==> src/rtl/ex_operand_stage.sv <==
// rtl/ex_operand_stage.sv - ID/EX pipeline register with ALU opcode decode, forwarding and load-use detection
//
// Purpose:
//   Captures the decoded instruction from ID.
//   Translates funct3/funct7 into the 4-bit ALU opcode.
//   Resolves EX/MEM and MEM/WB forwarding for both source operands.
//   Presents the ALU inputs alu_a, alu_b and alu_op.
//   Raises load_use_hazard so the front end can hold IF/ID.
//
// Ports:
//   clk, rst_n          clock (rising edge) and asynchronous active-low reset
//   stall               hold every stage register
//   flush               load a bubble instead of the ID instruction
//   id_*                decoded instruction fields and control from ID
//   exm_*               EX/MEM destination, write enable and result (forwarding source)
//   wb_*                MEM/WB destination, write enable and value (forwarding source)
//   alu_a, alu_b        ALU operands
//   alu_op              ALU opcode
//   ex_valid, ex_rd     EX slot valid flag and destination register
//   ex_reg_write,
//   ex_mem_read,
//   ex_mem_write        latched control bits, gated by ex_valid
//   ex_store_data       forwarded rs2 value, used as the store data
//   load_use_hazard     load in EX feeds the instruction in ID; hold IF/ID

module ex_operand_stage #(
    parameter int XLEN = 32,
    parameter int RA_W = 5
) (
    input  logic            clk,
    input  logic            rst_n,
    input  logic            stall,
    input  logic            flush,
    input  logic            id_valid,
    input  logic [XLEN-1:0] id_rs1_data,
    input  logic [XLEN-1:0] id_rs2_data,
    input  logic [XLEN-1:0] id_imm,
    input  logic [RA_W-1:0] id_rs1,
    input  logic [RA_W-1:0] id_rs2,
    input  logic [RA_W-1:0] id_rd,
    input  logic [2:0]      id_funct3,
    input  logic            id_funct7_5,
    input  logic [1:0]      id_op_class,
    input  logic            id_use_imm,
    input  logic            id_reg_write,
    input  logic            id_mem_read,
    input  logic            id_mem_write,
    input  logic [RA_W-1:0] exm_rd,
    input  logic            exm_reg_write,
    input  logic [XLEN-1:0] exm_result,
    input  logic [RA_W-1:0] wb_rd,
    input  logic            wb_reg_write,
    input  logic [XLEN-1:0] wb_result,
    output logic [XLEN-1:0] alu_a,
    output logic [XLEN-1:0] alu_b,
    output logic [3:0]      alu_op,
    output logic            ex_valid,
    output logic [RA_W-1:0] ex_rd,
    output logic            ex_reg_write,
    output logic            ex_mem_read,
    output logic            ex_mem_write,
    output logic [XLEN-1:0] ex_store_data,
    output logic            load_use_hazard
);

    // ALU opcode encodings
    localparam logic [3:0] OP_AND = 4'b0000;
    localparam logic [3:0] OP_OR  = 4'b0001;
    localparam logic [3:0] OP_ADD = 4'b0010;
    localparam logic [3:0] OP_SUB = 4'b0110;
    localparam logic [3:0] OP_SLT = 4'b0111;
    localparam logic [3:0] OP_SRA = 4'b1000;
    localparam logic [3:0] OP_XOR = 4'b1100;
    localparam logic [3:0] OP_SLL = 4'b1101;
    localparam logic [3:0] OP_SRL = 4'b1110;

    // Instruction classes
    localparam logic [1:0] CLS_LDST   = 2'b00;
    localparam logic [1:0] CLS_BRANCH = 2'b01;
    localparam logic [1:0] CLS_RTYPE  = 2'b10;

    // Stage registers
    logic            valid_q,     valid_d;
    logic [XLEN-1:0] rs1_data_q,  rs1_data_d;
    logic [XLEN-1:0] rs2_data_q,  rs2_data_d;
    logic [XLEN-1:0] imm_q,       imm_d;
    logic [RA_W-1:0] rs1_q,       rs1_d;
    logic [RA_W-1:0] rs2_q,       rs2_d;
    logic [RA_W-1:0] rd_q,        rd_d;
    logic [3:0]      alu_op_q,    alu_op_d;
    logic            use_imm_q,   use_imm_d;
    logic            reg_write_q, reg_write_d;
    logic            mem_read_q,  mem_read_d;
    logic            mem_write_q, mem_write_d;

    logic [3:0]      op_dec;
    logic            hazard;
    logic [XLEN-1:0] fwd_rs1;
    logic [XLEN-1:0] fwd_rs2;
    logic [XLEN-1:0] b_sel;
    logic            is_shift;

    // ------------------------------------------------------------------
    // Opcode decode of the incoming ID instruction
    // ------------------------------------------------------------------
    always_comb begin
        op_dec = OP_ADD;
        case (id_op_class)
            CLS_LDST:   op_dec = OP_ADD;
            CLS_BRANCH: op_dec = OP_SUB;
            default: begin
                // R-type and I-type ALU share the funct3 table.
                // Only R-type can turn ADD into SUB.
                // funct7_5 selects SRA for both R-type and I-type shifts.
                case (id_funct3)
                    3'b000: op_dec = (id_op_class == CLS_RTYPE && id_funct7_5) ? OP_SUB : OP_ADD;
                    3'b001: op_dec = OP_SLL;
                    3'b010: op_dec = OP_SLT;
                    3'b011: op_dec = OP_SLT;
                    3'b100: op_dec = OP_XOR;
                    3'b101: op_dec = id_funct7_5 ? OP_SRA : OP_SRL;
                    3'b110: op_dec = OP_OR;
                    3'b111: op_dec = OP_AND;
                    default: op_dec = OP_ADD;
                endcase
            end
        endcase
    end

    // ------------------------------------------------------------------
    // Load-use hazard.
    // rs2 is compared even for instructions that do not read it; this
    // over-stalls occasionally but needs no knowledge of the instruction format.
    // The hazard is suppressed during stall, because the EX slot is frozen anyway.
    // ------------------------------------------------------------------
    always_comb begin
        hazard = 1'b0;
        if (!stall && id_valid && valid_q && mem_read_q && (rd_q != '0)) begin
            hazard = (rd_q == id_rs1) || (rd_q == id_rs2);
        end
    end

    assign load_use_hazard = hazard;

    // ------------------------------------------------------------------
    // Next-state selection: stall > flush > hazard > load
    // ------------------------------------------------------------------
    always_comb begin
        valid_d     = valid_q;
        rs1_data_d  = rs1_data_q;
        rs2_data_d  = rs2_data_q;
        imm_d       = imm_q;
        rs1_d       = rs1_q;
        rs2_d       = rs2_q;
        rd_d        = rd_q;
        alu_op_d    = alu_op_q;
        use_imm_d   = use_imm_q;
        reg_write_d = reg_write_q;
        mem_read_d  = mem_read_q;
        mem_write_d = mem_write_q;

        if (!stall) begin
            if (flush || hazard) begin
                valid_d     = 1'b0;
                rs1_data_d  = '0;
                rs2_data_d  = '0;
                imm_d       = '0;
                rs1_d       = '0;
                rs2_d       = '0;
                rd_d        = '0;
                alu_op_d    = OP_AND;
                use_imm_d   = 1'b0;
                reg_write_d = 1'b0;
                mem_read_d  = 1'b0;
                mem_write_d = 1'b0;
            end else begin
                valid_d     = id_valid;
                rs1_data_d  = id_rs1_data;
                rs2_data_d  = id_rs2_data;
                imm_d       = id_imm;
                rs1_d       = id_rs1;
                rs2_d       = id_rs2;
                rd_d        = id_rd;
                alu_op_d    = op_dec;
                use_imm_d   = id_use_imm;
                // Writes to x0 are dropped here so later stages never forward them.
                reg_write_d = id_valid && id_reg_write && (id_rd != '0);
                mem_read_d  = id_valid && id_mem_read;
                mem_write_d = id_valid && id_mem_write;
            end
        end
    end

    always_ff @(posedge clk or negedge rst_n) begin
        if (!rst_n) begin
            valid_q     <= 1'b0;
            rs1_data_q  <= '0;
            rs2_data_q  <= '0;
            imm_q       <= '0;
            rs1_q       <= '0;
            rs2_q       <= '0;
            rd_q        <= '0;
            alu_op_q    <= OP_AND;
            use_imm_q   <= 1'b0;
            reg_write_q <= 1'b0;
            mem_read_q  <= 1'b0;
            mem_write_q <= 1'b0;
        end else begin
            valid_q     <= valid_d;
            rs1_data_q  <= rs1_data_d;
            rs2_data_q  <= rs2_data_d;
            imm_q       <= imm_d;
            rs1_q       <= rs1_d;
            rs2_q       <= rs2_d;
            rd_q        <= rd_d;
            alu_op_q    <= alu_op_d;
            use_imm_q   <= use_imm_d;
            reg_write_q <= reg_write_d;
            mem_read_q  <= mem_read_d;
            mem_write_q <= mem_write_d;
        end
    end

    // ------------------------------------------------------------------
    // Forwarding.
    // EX/MEM is the younger producer, so it is checked first.
    // x0 never forwards.
    // ------------------------------------------------------------------
    always_comb begin
        fwd_rs1 = rs1_data_q;
        if (rs1_q != '0) begin
            if (exm_reg_write && (exm_rd == rs1_q)) begin
                fwd_rs1 = exm_result;
            end else if (wb_reg_write && (wb_rd == rs1_q)) begin
                fwd_rs1 = wb_result;
            end
        end
    end

    always_comb begin
        fwd_rs2 = rs2_data_q;
        if (rs2_q != '0) begin
            if (exm_reg_write && (exm_rd == rs2_q)) begin
                fwd_rs2 = exm_result;
            end else if (wb_reg_write && (wb_rd == rs2_q)) begin
                fwd_rs2 = wb_result;
            end
        end
    end

    // ------------------------------------------------------------------
    // Operand muxes.
    // Shifts use only shamt, so the upper bits of alu_b are cleared.
    // For immediates this removes the funct7 bits that share the encoding.
    // ------------------------------------------------------------------
    always_comb begin
        is_shift = (alu_op_q == OP_SLL) || (alu_op_q == OP_SRL) || (alu_op_q == OP_SRA);
        b_sel    = use_imm_q ? imm_q : fwd_rs2;
        alu_b    = b_sel;
        if (is_shift) begin
            alu_b = {{(XLEN-5){1'b0}}, b_sel[4:0]};
        end
    end

    assign alu_a         = fwd_rs1;
    assign alu_op        = alu_op_q;
    assign ex_store_data = fwd_rs2;
    assign ex_valid      = valid_q;
    assign ex_rd         = rd_q;
    assign ex_reg_write  = valid_q & reg_write_q;
    assign ex_mem_read   = valid_q & mem_read_q;
    assign ex_mem_write  = valid_q & mem_write_q;

endmodule
==> config.mk <==
export PLATFORM = sky130hd
export DESIGN_NAME = ex_operand_stage
export DESIGN_NICKNAME = d
export VERILOG_FILES = /design/src/rtl/ex_operand_stage.sv
export SDC_FILE = /design/constraint.sdc
export NUM_CORES = 1
export LEC_CHECK = 0
export CAP_MARGIN = 15
export CORE_MARGIN = 8
export CORE_UTILIZATION = 47
export CTS_CLUSTER_SIZE = 28
export DETAILED_ROUTE_END_ITERATION = 16
export PLACE_DENSITY_LB_ADDON = 0.15
export SETUP_SLACK_MARGIN = 0.05
export SYNTH_ARGS = -nofsm -noshare
export SYNTH_HDL_FRONTEND = slang
export SYNTH_SLANG_ARGS = --single-unit
export TNS_END_PERCENT = 1
==> constraint.sdc <==
create_clock -name clk -period 5.5 [get_ports clk]
set_clock_uncertainty 0.05 [all_clocks]
set_input_delay 0.825 -clock clk [delete_from_list [all_inputs] [get_ports clk]]
set_output_delay 0.825 -clock clk [all_outputs]
set_load 0.005 [all_outputs]
# Word-level counts from Yosys, hierarchy flattened
# Cells that the tools add are included.
totals:
  elab_cells: 83
  inputBits: 202
  register_bits: 120
  out_inout_bits: 110
op_classes:
  n_reduce_logical: 25
  n_eq_ne: 18
  muxes: 25
  n_bitwise: 3
ops:
  columns: ["op", "count"]
  rows:
  - ["$mux W32", 11]
  - ["$eq A5 B5 Y1", 6]
  - ["$pmux W4 S7", 1]
  - ["$reduce_bool A5 Y1", 4]
  - ["$mux W5", 3]
  - ["$logic_and A1 B1 Y1", 13]
  - ["$eq A3 B3 Y1 const B", 4]
  - ["$eq A4 B4 Y1 const B", 3]
  - ["$pmux W4 S2", 1]
  - ["$eq A3 B2 Y1 const B", 2]
  - ["$mux W1", 6]
  - ["$mux W3", 2]
  - ["$logic_or A1 B1 Y1", 4]
  - ["$mux W4", 1]
  - ["$and A1 B1 Y1", 3]
  - ["$eq A3 B1 Y1 const B", 1]
  - ["$logic_not A3 Y1", 1]
  - ["$eq A2 B1 Y1 const B", 1]
  - ["$eq A2 B2 Y1 const B", 1]
  - ["$logic_not A2 Y1", 1]
  - ["$reduce_or A2 Y1", 1]
  - ["$logic_not A1 Y1", 1]

# Longest topological paths before layout
# Gate-level depths: netlist of run 1.
logic_depth:
  word_depth: 8
  ltp_mapped: 8
  ltp_nobuf: 5

# Worst setup path after synthesis of run 1
# No wires, ideal clock.
synth_path:
  path_type: "input to output"
  startpoint: "input exm_rd[2]"
  endpoint: "output alu_a[0]"
  required_ns: 4.625
  n_path_buf: 2
  path_slack_ns: 2.526
  stages: 7
  t_arrival_ns: 2.099
  path_cell_list: "xor2_1 -> nor4_4 -> and2_1 -> buf_2 -> buf_2 -> o31ai_1 -> a2bb2oi_1"
synth_via:
  elab_chain_cells: 4
synth_rtl:
  columns: ["item", "line", "text"]
  rows:
  - ["from (decl)", "48", "input logic [RA_W-1:0] exm_rd,"]
  - ["$eq A5 B5 Y1", "232", "if (exm_reg_write && (exm_rd == rs1_q)) begin"]
  - ["$logic_and A1 B1 Y1", "232", null]
  - ["$mux W32", "232", null]
  - ["$mux W32", "231", "if (rs1_q != '0) begin"]
  - ["to (decl)", "54", "output logic [XLEN-1:0] alu_a,"]
# Every way passes these cells.

# Worst setup path after layout of run 1
layout_path:
  startpoint: "input exm_rd[2]"
  endpoint: "output alu_a[7]"
# The elaborated chain is that of the path after synthesis.

==> run_results.csv, run 1 <==
group,metric,value,unit
floorplan,start_util,47.7,%
power_and_ir_drop,ir_drop,0.182,mV
floorplan,die_w,140,µm
sta,slew_headroom,23.5,%
worst_setup_path,cp_top_family,"buffers and inverters",
sta,tns,0,ns
route,drt_first_pass_iters,5,
flow_run,max_cap_viol_count,0,
clocking,cts-buffers-inserted,17,
sta,hold_violations,0,
place,place.gp.congestion,0.898,
floorplan,core,0.0151,mm²
sta,rsz0062_at_grt,"no",
worst_setup_path,critical_path_class,"input pin to output port",
clocking,clock_latency,0.42,ns
sta,finalCriticalPeriod,4.57,ns
worst_setup_path,path_buf_inv,4,
sta,fin_crit_sh,83.2,%
clocking,tritoncts,"done",
synth,synth_cell_type_count,40,
place,port_buffers,311,
clocking,post-cts-setup-buffers,0,
synth,yosys.area.top_type,"dfrtp_1",
sta,fmax,219,MHz
layout,areaGrowthSynthToFinish,53.3,%
sta,maxSlewViolCount,0,
global_routing,grt_pass1_vias,7414,
layout,instances_no_fill,1190,
worst_setup_path,crit_chain,"clkdlybuf4s50_1, xor2_1, nor4_4, buf_4, and2_1, buf_12, o31ai_1, a2bb2oi_1, clkdlybuf4s50_1",
floorplan,fp-row-count,45,
clocking,hold_buffers,0,
synth,syn_area,0.00720,mm²
power_and_ir_drop,p_per_area,273,mW/mm²
clocking,post_cts_resized,0,
min_path,min_path_type,"flip-flop to flip-flop",
global_routing,antenna_found_initial,1,
route,vias,7294,
route,viasPerCell,6.13,
synth,syn_inst,717,
sta,setup_violations,0,
worst_setup_path,crit_required,4.62,ns
clocking,root_buffer,"clkbuf_16",
synth,netlist_top_cells_count,"a22o_1, dfrtp_1, nand2_1",
layout,nets,1190,
power_and_ir_drop,p_leak,4.72,nW
floorplan,die-area,0.0195,mm²
global_routing,grt_max_degree,84,
synth,syn-num-nets,919,
global_routing,grt_pass1_wl,43100,µm
worst_setup_path,cpMostUsedCell,"clkdlybuf4s50_1",
synth,synth_edf_count,0,
route,drt_iter0_drc,536,
synth,synth_top_area_share,41.7,%
synth,synth-seq-cells,120,
layout,final_layout_size_suffix_gt1_share,8.59,%
synth,synth_flop_cell,"dfrtp_1",
route,totalWireLength,27700,µm
synth,avgSynthCellArea,10.0,µm²
clocking,htreeDepth,4,
power_and_ir_drop,total_power,3.01,mW
clocking,clk_pin_slew_worst_paths,0.05,ns
route,wl_per_cell,23.3,µm
sta,worst_pin_slew,1.15,ns
clocking,cts.sinks,120,
route,drc,0,
run_status,status,"finished clean",
global_routing,grt_usage,28.1,%
synth,synth.most_common_cell,"a22o_1",
global_routing,grt_overflow_total,0,
floorplan,die_y,140,µm
worst_setup_path,slowest_delay,0.54,ns
synth,synth_area_leaders,"dfrtp_1, a22o_1, o311a_1, a2bb2oi_1, nand3b_1",
worst_setup_path,crit_slowest_cell,"clkdlybuf4s50_1",
floorplan,io-pin-count,312,
worst_setup_path,cp-start-kind,"input pin",
worst_setup_path,cp_max_fo,20,
synth,synth_seq_area_share,41.7,%
synth,ys_async_sr_fraction,100,%
place,dpl.hpwl,20200,µm
layout,post-route-util,73.1,%
route,ant_nets,0,
worst_setup_path,cp.arrival,3.70,ns
worst_setup_path,worst_setup_path_end_kind,"output port",
place,placed_cells,1157,
clocking,ctsLongestPathBuffers,2,
synth,yosys_warnings,0,
[routing by layer]
metal	global-route usage, %	up-vias	wire length (µm)
li1	-	3307	-
met1	33.8	3563	11100
met2	45.9	375	13300
met3	8.55	49	2470
met4	11.4	0	897
met5	0	-	0
[cell type report]
type                            count  area, µm²
Timing Repair Buffer              326       3260
Inverter                            8       30.0
Fill cell                        1119       4060
Clock inverter                     10        165
Multi-Input combinational cell    515       3840
Sequential cell                   120       3000
Antenna cell                        1       2.50
Tap cell                          188        235
Clock buffer                       22        494
[cells in the final DEF, fill, tap and decap left out, drive strengths merged, types with 3 or more instances in the layout]
master,instances
a21oi,8
clkinvlp,3
clkdlybuf4s50,309
or2,28
nand2,61
o22ai,28
a32o,4
bufinv,4
nand3b,34
buf,17
a221o,5
dfrtp,120
xnor2,8
nand2b,32
a2bb2oi,31
o2bb2ai,5
a22o,121
clkbuf,22
clkinv,3
xor2,23
nor3,5
o311a,28
inv,8
and2,6
a21boi,29
nor2,10
nor4,3
o31ai,32
[final timing paths]
kind | slack (ns) | startpoint | depth (start not counted) | to
setup / recovery | 0.93 | exm_rd[2] | 9 | alu_a[7]
hold / removal | 0.45 | imm_q[27] | 1 | imm_q[27]
setup reg to reg | 2.89 | ex_rd[1] | 5 | rs1_data_q[19]
hold reg to reg | 0.45 | imm_q[27] | 1 | imm_q[27]
max in group asynchronous | 3.72 | rst_n | 2 | use_imm_q
min in group asynchronous | 0.53 | rst_n | 1 | rs1_data_q[18]
[stage by stage]
step | worst slack, ns | hold WS, ns | instance area (µm²)
6_report | 0.926 | 0.448 | 11000
5_1_grt | 0.827 | 0.462 | 11000
3_5_place_dp | 0.909 | 0.438 | 10400
2_1_floorplan | 2.53 | 0.408 | 7200
3_3_place_gp | 0.973 | 0.419 | 10400
4_1_cts | 0.907 | 0.453 | 11000
[logic make-up after synthesis]
group,share of synthesized area [%]
muxes,0.139
DFF,41.7
AOI/OAI and AO/OA,34.7
xor gates and xnor gates,3.77
buffers and inverters,5.20
and+or+nand+nor,14.4
[sequential cells by signal, summed over array words and instances, names as in the netlist]
register / count
alu_op: 4
ex_rd: 5
ex_valid: 1
imm_q: 32
mem_read_q: 1
mem_write_q: 1
reg_write_q: 1
rs1_data_q: 32
rs1_q: 5
rs2_data_q: 32
rs2_q: 5
use_imm_q: 1
[worst reg2reg max path: cells and delay by family, from the launching register on]
kind	cells	cell delay, ns
simple gates	2	0.69
buf+inv	1	0.41
flops	1	0.44
compound gates	2	0.95
[where the power goes]
group	switching, mW	total, mW	internal, mW
Clock	0.412	1.23	0.819
Combinational	0.321	0.772	0.452
Sequential	0.0565	1.01	0.951
Total	0.789	3.01	2.22
(Power assumes the default switching activity.)
==> run 2, diff against run 1 <==
- CORE_UTILIZATION: 47 -> 43
- clock period: 5.5 -> 4.6 ns (I/O delays scaled with it)
==> run 2 against run 1 <==
Hold slack worse by 0.15 ns. Combinational power is 19% higher. Critical path depth is 2 lower. Total power is 20% higher. Cell count is 3.2% higher. Via count is 0.60% lower. Register-to-register slack worse by 0.82 ns. Largest cell class unchanged. Routed wire length is 2.2% higher. Sequential cell count stayed put.
==> run_results.csv, run 2 (synthesis results as in run 1) <==
group,metric,value,unit
run_status,status,"finished clean",
route,totalWireLength,28300,µm
sta,setup_violations,0,
clocking,clk_pin_slew_worst_paths,0.05,ns
floorplan,core,0.0165,mm²
clocking,post-cts-setup-buffers,0,
worst_setup_path,cp.arrival,3.42,ns
layout,nets,1194,
route,drc,0,
clocking,htreeDepth,4,
layout,final_cell_mix,"clkdlybuf4s50_1, a22o_1, dfrtp_1",
route,vias,7250,
route,drt_iter0_drc,484,
global_routing,grt_overflow_total,0,
worst_setup_path,critical_path_class,"input pin to output port",
global_routing,grt_usage,26.4,%
sta,finalCriticalPeriod,4.16,ns
clocking,post_cts_resized,0,
layout,reg.largest.list,"imm_q (32), rs1_data_q (32), rs2_data_q (32)",
place,placed_cells,1192,
sta,hold_violations,0,
sta,fmax,241,MHz
clocking,hold_buffers,0,
worst_setup_path,crit_required,3.86,ns
worst_setup_path,cp_max_fo,27,
flow_run,max_cap_viol_count,0,
floorplan,die-area,0.0211,mm²
layout,instances_no_fill,1228,
power_and_ir_drop,p_leak,4.75,nW
layout,layout_commonest_cell,"clkdlybuf4s50_1",
clocking,root_buffer,"clkbuf_16",
clocking,cts-buffers-inserted,17,
global_routing,grt_pass1_vias,7349,
place,dpl.hpwl,20500,µm
sta,slew_headroom,37.3,%
power_and_ir_drop,ir_drop,0.235,mV
route,drt_first_pass_iters,5,
global_routing,antenna_found_initial,5,
sta,fin_crit_sh,90.4,%
floorplan,fp-row-count,47,
clocking,tritoncts,"done",
power_and_ir_drop,total_power,3.61,mW
clocking,clock_latency,0.42,ns
worst_setup_path,cp-start-kind,"input pin",
sta,maxSlewViolCount,0,
sta,worst_pin_slew,0.941,ns
global_routing,grt_max_degree,93,
floorplan,die_y,145,µm
place,place.gp.congestion,0.866,
sta,rsz0062_at_grt,"no",
worst_setup_path,worst_setup_path_end_kind,"output port",
sta,tns,0,ns
route,viasPerCell,5.90,
route,ant_nets,0,
floorplan,io-pin-count,312,
route,wl_per_cell,23.1,µm
global_routing,grt_pass1_wl,44000,µm
min_path,min_path_type,"input pin to asynchronous set/reset pin",
layout,fill_cells,1327,
place,port_buffers,311,
power_and_ir_drop,p_per_area,325,mW/mm²
floorplan,start_util,43.7,%
clocking,ctsLongestPathBuffers,2,
layout,final_layout_size_suffix_gt1_share,8.96,%
layout,areaGrowthSynthToFinish,54.4,%
floorplan,die_w,145,µm
clocking,cts.sinks,120,
run 2: cell types whose count changed in the layout (fill, tap and decap cells not counted), moves of 2 or more:
cell      previous run  this run
buf_12               3         1
buf_4               14        19
clkbuf_8             5         3
clkinv_4             2         0
diode_2              1         4
run 2: area by class of cell:
class / count / area (µm²) / share of cell area, %
Multi-Input combinational cell: 515 / 3850 / 34.6
Timing Repair Buffer: 330 / 3280 / 29.5
Sequential cell: 120 / 3000 / 27.0
Clock buffer: 20 / 467 / 4.20
Tap cell: 220 / 275 / 2.48
Clock inverter: 11 / 194 / 1.75
Inverter: 8 / 30.0 / 0.270
Antenna cell: 4 / 10.0 / 0.0901
run 2: power by group:
| part | total (mW) | internal (mW) | switching (mW) |
|---|---|---|---|
| clock network | 1.49 | 1.00 | 0.486 |
| logic | 0.921 | 0.540 | 0.382 |
| registers | 1.21 | 1.14 | 0.0686 |
| total | 3.61 | 2.68 | 0.936 |
run 2: final timing paths:
check | startpoint | end | slack [ns] | depth (start not counted)
worst max-delay path | exm_rd[0] | alu_b[28] | 0.44 | 7
worst min-delay path | rst_n | rs1_data_q[8] | 0.30 | 1
worst max register to register | ex_rd[1] | rs1_data_q[11] | 2.07 | 5
worst min register to register | mem_read_q | mem_read_q | 0.43 | 1
max in group asynchronous | rst_n | rs1_data_q[26] | 3.18 | 2
min in group clk | mem_read_q | mem_read_q | 0.43 | 1
run 2: per-stage QoR:
step	util, %	cell area [µm²]	worst slack [ns]	hold WS (ns)
2_1_floorplan	-	7200	1.90	0.344
3_3_place_gp	63.3	10400	0.512	0.414
3_5_place_dp	63.3	10400	0.428	0.423
4_1_cts	67.3	11100	0.418	0.317
5_1_grt	67.5	11100	0.400	0.350
6_report	67.5	11100	0.442	0.298
run 2: routing by layer:
metal | part of all wire [%] | routed length (µm) | vias to the layer above | global-route usage (%)
met5 | 0.095 | 27 | - | 0
met4 | 2.3 | 648 | 4 | 10.0
met3 | 10 | 2950 | 46 | 9.27
met2 | 48 | 13500 | 367 | 42.4
met1 | 39 | 11200 | 3513 | 32.1
li1 | - | - | 3320 | -
run 2: critical path, cell delays in order:
cell	delay, ns
clkdlybuf4s50_1	0.52
xnor2_1	0.16
nand4_1	0.26
or2_2	0.65
o22ai_1	0.40
o311a_1	0.19
clkdlybuf4s50_1	0.52
